<file path="src/rtl/osfm_issue_ctrl.sv">
// Issue/collect controller for the OSF approximate multiplier: derives the shift hint, tracks credits and in-flight
// products, and returns products in order from a small FIFO. Define OSFM_SHIFT_STATS_EN to add accept statistics.
module osfm_issue_ctrl #(
    parameter int unsigned BITWIDTH      = 8,
    parameter int unsigned SHIFTDISTANCE = 2,
    parameter int unsigned MULT_LAT      = 2,
    parameter int unsigned DEPTH         = 4
) (
    input  logic                    clk,
    input  logic                    rst_n,
    input  logic                    in_valid,
    output logic                    in_ready,
    input  logic [BITWIDTH-1:0]     in_a,
    input  logic [BITWIDTH-1:0]     in_b,
    output logic [BITWIDTH-1:0]     mult_a,
    output logic [BITWIDTH-1:0]     mult_b,
    output logic [1:0]              mult_shift_possible,
    input  logic [2*BITWIDTH-1:0]   mult_r,
    output logic                    out_valid,
    input  logic                    out_ready,
    output logic [2*BITWIDTH-1:0]   out_r,
    output logic [1:0]              out_shift,
    input  logic                    flush,
    output logic                    flush_done
`ifdef OSFM_SHIFT_STATS_EN
    ,
    output logic [31:0]             stat_total,
    output logic [31:0]             stat_shifted
`endif
);
    localparam int unsigned PW = $clog2(DEPTH);
    localparam int unsigned CW = PW + 1;
    localparam int unsigned RW = 2 * BITWIDTH;

    typedef enum logic [1:0] {IDLE, FLUSH_WAIT, FLUSH_CLR} state_t;
    typedef struct packed {
        logic [RW-1:0] r;
        logic [1:0]    s;
    } entry_t;

    state_t              state_q, state_n;
    logic [CW-1:0]       cnt_q, cnt_n;
    logic [CW-1:0]       infl_q, infl_n;
    logic [CW:0]         credit_sum;
    logic [PW-1:0]       wr_ptr_q, rd_ptr_q;
    logic [MULT_LAT-1:0] iss_q;
    logic [1:0]          hint_q [MULT_LAT];
    entry_t              fifo_q [DEPTH];
    logic [1:0]          hint_c;
    logic                accept, capture, pop, clear;

    assign hint_c = {in_b[SHIFTDISTANCE-1:0] == '0, in_a[SHIFTDISTANCE-1:0] == '0};

    // Next state plus occupancy bookkeeping; the credit sum looks one cycle ahead for the registered in_ready.
    always_comb begin
        state_n = state_q;
        clear   = 1'b0;
        accept  = in_valid && in_ready;
        capture = iss_q[MULT_LAT-1];
        pop     = out_valid && out_ready;
        case (state_q)
            IDLE:       if (flush) state_n = FLUSH_WAIT;
            FLUSH_WAIT: if (infl_q == '0) begin
                            state_n = FLUSH_CLR;
                            clear   = 1'b1;
                        end
            FLUSH_CLR:  state_n = IDLE;
            default:    state_n = IDLE;
        endcase
        cnt_n = cnt_q;
        if (clear)                cnt_n = '0;
        else if (capture && !pop) cnt_n = cnt_q + CW'(1);
        else if (!capture && pop) cnt_n = cnt_q - CW'(1);
        infl_n = infl_q;
        if (accept && !capture)      infl_n = infl_q + CW'(1);
        else if (!accept && capture) infl_n = infl_q - CW'(1);
        credit_sum = (CW+1)'(cnt_n) + (CW+1)'(infl_n);
    end

    always_ff @(posedge clk or negedge rst_n) begin
        if (!rst_n) begin
            state_q             <= IDLE;
            cnt_q               <= '0;
            infl_q              <= '0;
            wr_ptr_q            <= '0;
            rd_ptr_q            <= '0;
            iss_q               <= '0;
            in_ready            <= 1'b0;
            out_valid           <= 1'b0;
            flush_done          <= 1'b0;
            mult_a              <= '0;
            mult_b              <= '0;
            mult_shift_possible <= '0;
        end else begin
            state_q    <= state_n;
            cnt_q      <= cnt_n;
            infl_q     <= infl_n;
            iss_q      <= (iss_q << 1) | MULT_LAT'(accept);
            in_ready   <= (state_n == IDLE) && (credit_sum < (CW+1)'(DEPTH));
            out_valid  <= (cnt_n != '0);
            flush_done <= (state_n == FLUSH_CLR);
            if (accept) begin
                mult_a              <= in_a;
                mult_b              <= in_b;
                mult_shift_possible <= hint_c;
            end
            if (clear) begin
                wr_ptr_q <= '0;
                rd_ptr_q <= '0;
            end else begin
                if (capture) wr_ptr_q <= wr_ptr_q + PW'(1);
                if (pop)     rd_ptr_q <= rd_ptr_q + PW'(1);
            end
        end
    end

    // Payload storage needs no reset: entries are only observed behind out_valid / iss_q.
    always_ff @(posedge clk) begin
        hint_q[0] <= hint_c;
        for (int unsigned i = 1; i < MULT_LAT; i++) hint_q[i] <= hint_q[i-1];
        if (capture) fifo_q[wr_ptr_q] <= '{r: mult_r, s: hint_q[MULT_LAT-1]};
    end

    always_comb begin
        out_r     = '0;
        out_shift = '0;
        if (out_valid) begin
            out_r     = fifo_q[rd_ptr_q].r;
            out_shift = fifo_q[rd_ptr_q].s;
        end
    end

`ifdef OSFM_SHIFT_STATS_EN
    // Saturating counters, untouched by flush.
    always_ff @(posedge clk or negedge rst_n) begin
        if (!rst_n) begin
            stat_total   <= '0;
            stat_shifted <= '0;
        end else if (accept) begin
            if (stat_total != '1) stat_total <= stat_total + 32'd1;
            if ((hint_c != 2'b00) && (stat_shifted != '1)) stat_shifted <= stat_shifted + 32'd1;
        end
    end
`endif

endmodule
</file>
<file path="config.mk">
export PLATFORM = sky130hd
export DESIGN_NAME = osfm_issue_ctrl
export DESIGN_NICKNAME = d
export VERILOG_FILES = /design/src/rtl/osfm_issue_ctrl.sv
export SDC_FILE = /design/constraint.sdc
export NUM_CORES = 1
export LEC_CHECK = 0
export CAP_MARGIN = 30
export CORE_ASPECT_RATIO = 0.6
export CORE_MARGIN = 2
export CORE_UTILIZATION = 25
export DETAILED_ROUTE_END_ITERATION = 8
export PLACE_DENSITY_LB_ADDON = 0.25
export SETUP_SLACK_MARGIN = 0.5
export SYNTH_ARGS = -nofsm -noshare
export SYNTH_HDL_FRONTEND = slang
export SYNTH_SLANG_ARGS = --single-unit
</file>
<file path="constraint.sdc">
create_clock -name clk -period 2.9 [get_ports clk]
set_input_delay 0.58 -clock clk [delete_from_list [all_inputs] [get_ports clk]]
set_output_delay 0.58 -clock clk [all_outputs]
set_load 0.01 [all_outputs]
</file>
==> results.ini <==
[drt]
num_vias=2444
routed_via_density=4.13
wl_um=9210
drc=0
wl_per_cell_um=15.6
firstDrtPassIters=4
drt-initial-drc-count=139
ant_nets=0

[synth]
synth_top_area_share=0.489
synthesis.nets=296
syn-cell-area_um2=4420
ys_warn_count=0
netlist_instances=248
ys_ff_latch=111
seq_area_frac_synth=0.706
avgSynthCellArea_um2=17.8
yosysTopAreaCell=edfxtp_1
synth_edf_count=72
synth_cell_types=35
async_flop_share=0.315
synth-main-ff-cell=edfxtp_1
yosys-top-cells-area=edfxtp_1 49%, dfrtp_1 20%, mux4_2 9.2%, mux2_2 4.6%, and2_1 3.1%

[pwr]
irDropWorstVdd_mv=0.352
p_per_area_nw_per_um2=976
p_leak_uw=0.00231

[setup_path]
cp-startpoint=rd_ptr_q[0]
crit_arrival_ps=1890
worstSetupStartpointType=flop
worstSetupPathType=flop to primary output
cp_max_fo=4
timing.rr.start=cnt_q[0]
cp.required_ps=2320
cp-end-kind=primary output

[timing]
report.final.slew_viol_count=0
fin_setup_tns_ps=0
hold_viol=0
rsz0062_at_grt=yes
final.setup_skew_ps=8.60
timing.final.crit_share=0.853
fmax_mhz=404
tightest_slew_ps=798
setup_violations=0
min_period_ps=2470
slew_headroom=0.468

[finish]
layout-area-overhead-vs-synth_pct=38.8
regArea_um2=3120
multi_input_area_um2=1280
antenna_cells=0
nNetsFinal=401
utilization=0.356
num-fill-cells=1651
layout-drive-gt1-share=0.363

[placement]
port_buffers=75
gp_congestion=0.700
place_hpwl_um=5720

[clocking]
htreeDepth=3
root_buffer=clkbuf_16
cts_buffer_depth=2
cts_buffers=9
worstSkewPairLatency_ps=340
cts_tree=done
clkTransAtPathRegs_ps=90
clock-sinks=111

[die]
die_h_um=107
initial_core_util=0.257
die_area_um2=18800
ios=76
core.rowCount=37
die_x_um=176
core_area_um2=17200

[status]
status=finished, final reports clean

[global_routing]
grt_pass1_vias=2606
grt_overflow=0
grt_start_max_net_pins=36
grt_pass1_wl_um=14700
grt.total_usage=0.106
antenna_found_initial=0

[flow_run]
maxCapViolCount=0

[min_path]
min_path_type=primary input to asynchronous set/reset pin

routing by layer:
layer / GRT usage / wire, um / part of all wire / vias up
met4: 0.0283 / 94 / 0.010 / 0
li1: - / - / - / 1146
met5: 0 / 0 / 0 / -
met1: 0.141 / 4420 / 0.48 / 1233
met2: 0.156 / 3980 / 0.43 / 57
met3: 0.0472 / 723 / 0.078 / 8
sequential cells by signal, summed over array words and instances, names as in the netlist:
register,count
hint_q,4
cnt_q,3
iss_q,2
out_valid,1
mult_a,8
mult_b,8
infl_q,3
rd_ptr_q,2
flush_done,1
wr_ptr_q,2
state_q,2
mult_shift_possible,2
in_ready,1
fifo_q,72
power breakdown:
| group | internal, uW | total, uW | switching, uW |
|---|---|---|---|
| combinational | 1600 | 2620 | 1020 |
| clock | 621 | 1240 | 621 |
| sequential | 1960 | 2120 | 158 |
| total | 4180 | 5980 | 1800 |
worst paths after layout:
| check | endpoint | slack (ps) | depth (start not counted) |
|---|---|---|---|
| min reg2reg | hint_q[0][3] | 340 | 0 |
| min | mult_a[6] | 300 | 1 |
| min in group clk | hint_q[0][3] | 340 | 0 |
| max reg2reg | in_ready | 630 | 10 |
| max in group asynchronous | rd_ptr_q[0] | 2030 | 1 |
| max | out_r[15] | 430 | 6 |
worst max-delay path, cell delays in order, from the launching register on:
cell,delay [ps]
dfrtp_2,460
buf_12,150
buf_12,120
buf_16,130
mux4_2,410
and2_4,170
buf_6,110
cell families (layout without fill, tap and decap cells):
logic type / count (synthesis) / after routing / synth area share
multiplexers: 38 / 38 / 0.142
buffers and inverters: 19 / 129 / 0.0181
XOR/XNOR: 9 / 9 / 0.0178
adder cells (fa/ha/maj): 11 / 11 / 0.0312
AND/OR/NAND/NOR: 49 / 49 / 0.0663
flip-flops: 111 / 111 / 0.706
AO/OA/AOI/OAI: 11 / 11 / 0.0187
placed cells by master (no fill, tap or decap), types with 2 or more instances in the layout:
| master | Yosys | routed |
|---|---|---|
| mux4_2 | 18 | 18 |
| clkdlybuf4s50_1 | 0 | 54 |
| ha_1 | 11 | 9 |
| inv_1 | 8 | 6 |
| inv_8 | 0 | 3 |
| clkinv_8 | 0 | 2 |
| mux2_2 | 18 | 18 |
| edfxtp_1 | 72 | 72 |
| clkbuf_16 | 0 | 9 |
| mux2i_1 | 2 | 2 |
| dfxtp_1 | 4 | 4 |
| buf_4 | 0 | 22 |
| and2_1 | 22 | 4 |
| nand2_1 | 2 | 2 |
| ha_2 | 0 | 2 |
| buf_6 | 0 | 20 |
| a31oi_1 | 3 | 3 |
| buf_12 | 0 | 3 |
| xnor2_1 | 5 | 5 |
| and2_4 | 0 | 18 |
| dfrtp_1 | 35 | 34 |
| buf_16 | 0 | 3 |
| a211oi_1 | 2 | 2 |
| nor2_1 | 13 | 13 |
| xor2_1 | 4 | 4 |
| inv_2 | 0 | 2 |
area by class of cell:
class	count	area share
tap	234	0.0477
timing repair buffer	105	0.179
clock inverter	7	0.0137
inverter	8	0.00490
multi-input combinational	118	0.209
sequential	111	0.509
clock buffer	9	0.0367
repair_timing:
action / CTS / global route
hold buffers: 0 / 0
gates resized for setup: 97 / 28
pin swaps: 1 / 8
cloned: 3 / 0
endpoints found under the setup margin: 19 / 19
setup buffers: 12 / 4
synth_stat cells (all sizes together), types with 2 or more instances:
cell type	instances
inv	8
dfxtp	4
and2	22
a31oi	3
buf	8
xnor2	5
ha	11
nand2	4
nor2	13
mux2i	2
dfrtp	35
nor4bb	2
edfxtp	72
clkbuf	3
a211oi	2
xor2	4
mux2	18
mux4	18
metrics by stage:
| stage | power, uW | hold slack (ps) | cell area [um2] | instances | setup slack [ps] |
|---|---|---|---|---|---|
| 6_report | 5980 | 304 | 6130 | 592 | 426 |
| 5_1_grt | 6370 | 347 | 6130 | 592 | 342 |
| 4_1_cts | 5870 | 329 | 6000 | 588 | 393 |
| 3_5_place_dp | 4240 | 322 | 5500 | 557 | 103 |
| 3_3_place_gp | 4220 | 316 | 5500 | 557 | 108 |
| 2_1_floorplan | 3260 | 284 | 4420 | 248 | 597 |
(Power assumes the default switching activity.)
==> patch, RTL diff (config.mk and constraints unchanged) <==
The option `OSFM_SHIFT_STATS_EN` is turned on by a define.
--- a/src/rtl/osfm_issue_ctrl.sv
+++ b/src/rtl/osfm_issue_ctrl.sv
@@ -1,5 +1,7 @@
 // Issue/collect controller for the OSF approximate multiplier: derives the shift hint, tracks credits and in-flight
 // products, and returns products in order from a small FIFO. Define OSFM_SHIFT_STATS_EN to add accept statistics.
+`define OSFM_SHIFT_STATS_EN
+
 module osfm_issue_ctrl #(
     parameter int unsigned BITWIDTH      = 8,
     parameter int unsigned SHIFTDISTANCE = 2,
Function (old outputs only; new: stat_shifted and stat_total): kept (Yosys induction, for registers that start in step).
==> patch against the original RTL <==
- area after synthesis rose by 70%
- synthesized cell count rose by 110%
- non-clock buffer count rose by 72
- sequential share of layout area fell by 5.2 points
- cell area rose by 68%
- sequential cell count rose by 64
- count of clock-buffer cells in the layout rose by 10
- maximum frequency fell by 2.1%
- setup slack got worse by 0.054 ns
- largest power group is now registers
- critical path depth fell by 1
- die area rose by 68%
- largest cell class unchanged
- routed wire length rose by 95%
- power rose by 35%
==> patch: results (changes against the original RTL) <==
- Multiplexer share of the synthesized area: 0.0915 (-0.0507)
* Clk cell area share: 0.0543 (+0.00386)
- The met3 wire length came to 840 µm (+16%).
* Total number of H-tree levels: 4 (+1)
- Fraction of the cycle the final worst path needs: 0.872 (+0.0186)
- The flow ran to the end, and the final reports show no timing, DRC or antenna violations.
- The switching part of the total came to 0.291 (-0.0101).
* Dominant cells by area after synthesis: sky130_fd_sc_hd__dfrtp_1, sky130_fd_sc_hd__edfxtp_1, sky130_fd_sc_hd__xnor2_1, sky130_fd_sc_hd__mux4_2, sky130_fd_sc_hd__mux2_2
- The adder-cell share of the synthesized area was 0.0217 (-0.00948).
- The met2 wire length came to 7.88 mm (+98%).
* Synth cell count leaders: sky130_fd_sc_hd__dfrtp_1, sky130_fd_sc_hd__edfxtp_1, sky130_fd_sc_hd__xnor2_1
- Slowest stage delay, CP: 0.48 ns (+0.02 ns)
* Clk_skew: 0.00990 ns (+0.00130 ns)
* Number of buffers created by CTS: 17 (+8)
- Post-Place Worst Slack: 0.0724 ns (-0.0303 ns)
* Share of cells above drive strength 1: 0.221 (-0.142)
- Insertion delay of the later-clocked pin in the worst-skew pair: 0.43 ns (+0.09 ns)
- The sequential share of the synthesized area is 0.629 (-0.0770).
- Number of clock buffers in the layout: 19 (+10)
- The layout sequential cell count was 175 (+58%).
- The flop-to-flop setup slack was 0.58 ns (-0.05 ns).
- The count of non-CTS buffers in the layout was 177 (+69%).
- Area of the multi-input gates: 0.00274 mm² (+110%)
* Worst VDD drop: 0.421 mV (+20%)
- The leakage power is 4.04 nW (+75%).
- GR Util All Layers: 0.122 (+0.0160)
* Buffering overhead: 0.169 (-0.0103)
* Depth of the worst register-to-register path: 9 (-1)
- The xor/xnor cell area share of the yosys netlist was 0.0782 (+0.0603).
* Worst Hold Margin: 0.131 ns (-0.174 ns)
- The count of distinct cell types in the synthesized netlist came to 54 (+54%).
- Start of the worst register-to-register path: cnt_q[1]$_DFF_PN0_
* Compound-cell area share of the yosys netlist: 0.0225 (+0.00381)
- The gate count of the mapped netlist is 532 (+110%).
* Met1 wire length: 9.05 mm (+100%)
* Met2 Usage GRT: 0.169 (+0.0132)
- The arrival time at the worst endpoint came to 1.95 ns (+0.06 ns).
* Largest registers in the final layout: fifo_q x72, stat_shifted x32, stat_total x32
- Via density: 4.23 (+2.5%)
- Among cell families on the critical path, the largest total delay comes from multiplexers.
- The maximum number of pins on one net before global-route repair came to 48 (+33%).
* Post-layout nets: 764 (+91%)
- Maximum fanout along the worst path: 7 (+3)
* Clock-pin slew on the worst setup and hold paths: 0.07 ns (-0.02 ns)
* WL final: 18.0 mm (+95%)
* Wire length of the first global-routing pass: 28.9 mm (+96%)
* HPWL after detailed placement: 12.3 mm (+120%)
- Slowest library cell on the worst path: sky130_fd_sc_hd__mux4_2
* Fraction of registers with async set or reset after synthesis: 0.566 (+0.250)
- The post-layout instance count excluding filler cells is 1135 (+92%).
patch: cell types whose count changed after synthesis, sizes merged, moves of 5 or more:
cell | unedited run | this run
and3 | 1 | 14
clkbuf | 3 | 8
dfrtp | 35 | 99
inv | 8 | 14
nand2 | 4 | 30
nand3 | 1 | 27
nand4 | 1 | 25
nor2 | 13 | 23
nor3 | 0 | 16
nor4 | 0 | 7
xnor2 | 5 | 51
xor2 | 4 | 16
patch: power by group through the flow:
| stage | combinational, W | sequential (W) | clock (W) |
|---|---|---|---|
| finish | 0.00271 | 0.00314 | 0.00221 |
| global route | 0.00296 | 0.00318 | 0.00241 |
| CTS | 0.00269 | 0.00314 | 0.00229 |
| detailed placement | 0.00233 | 0.00317 | 0 |
| global placement | 0.00233 | 0.00317 | 0 |
| floorplan | 0.00111 | 0.00322 | 0 |
patch: timing repair:
item,4_1_cts,5_1_grt
endpoints found under the setup margin,19,31
cloned,1,0
gates resized for setup,108,8
pin swaps,3,6
setup buffers,16,1
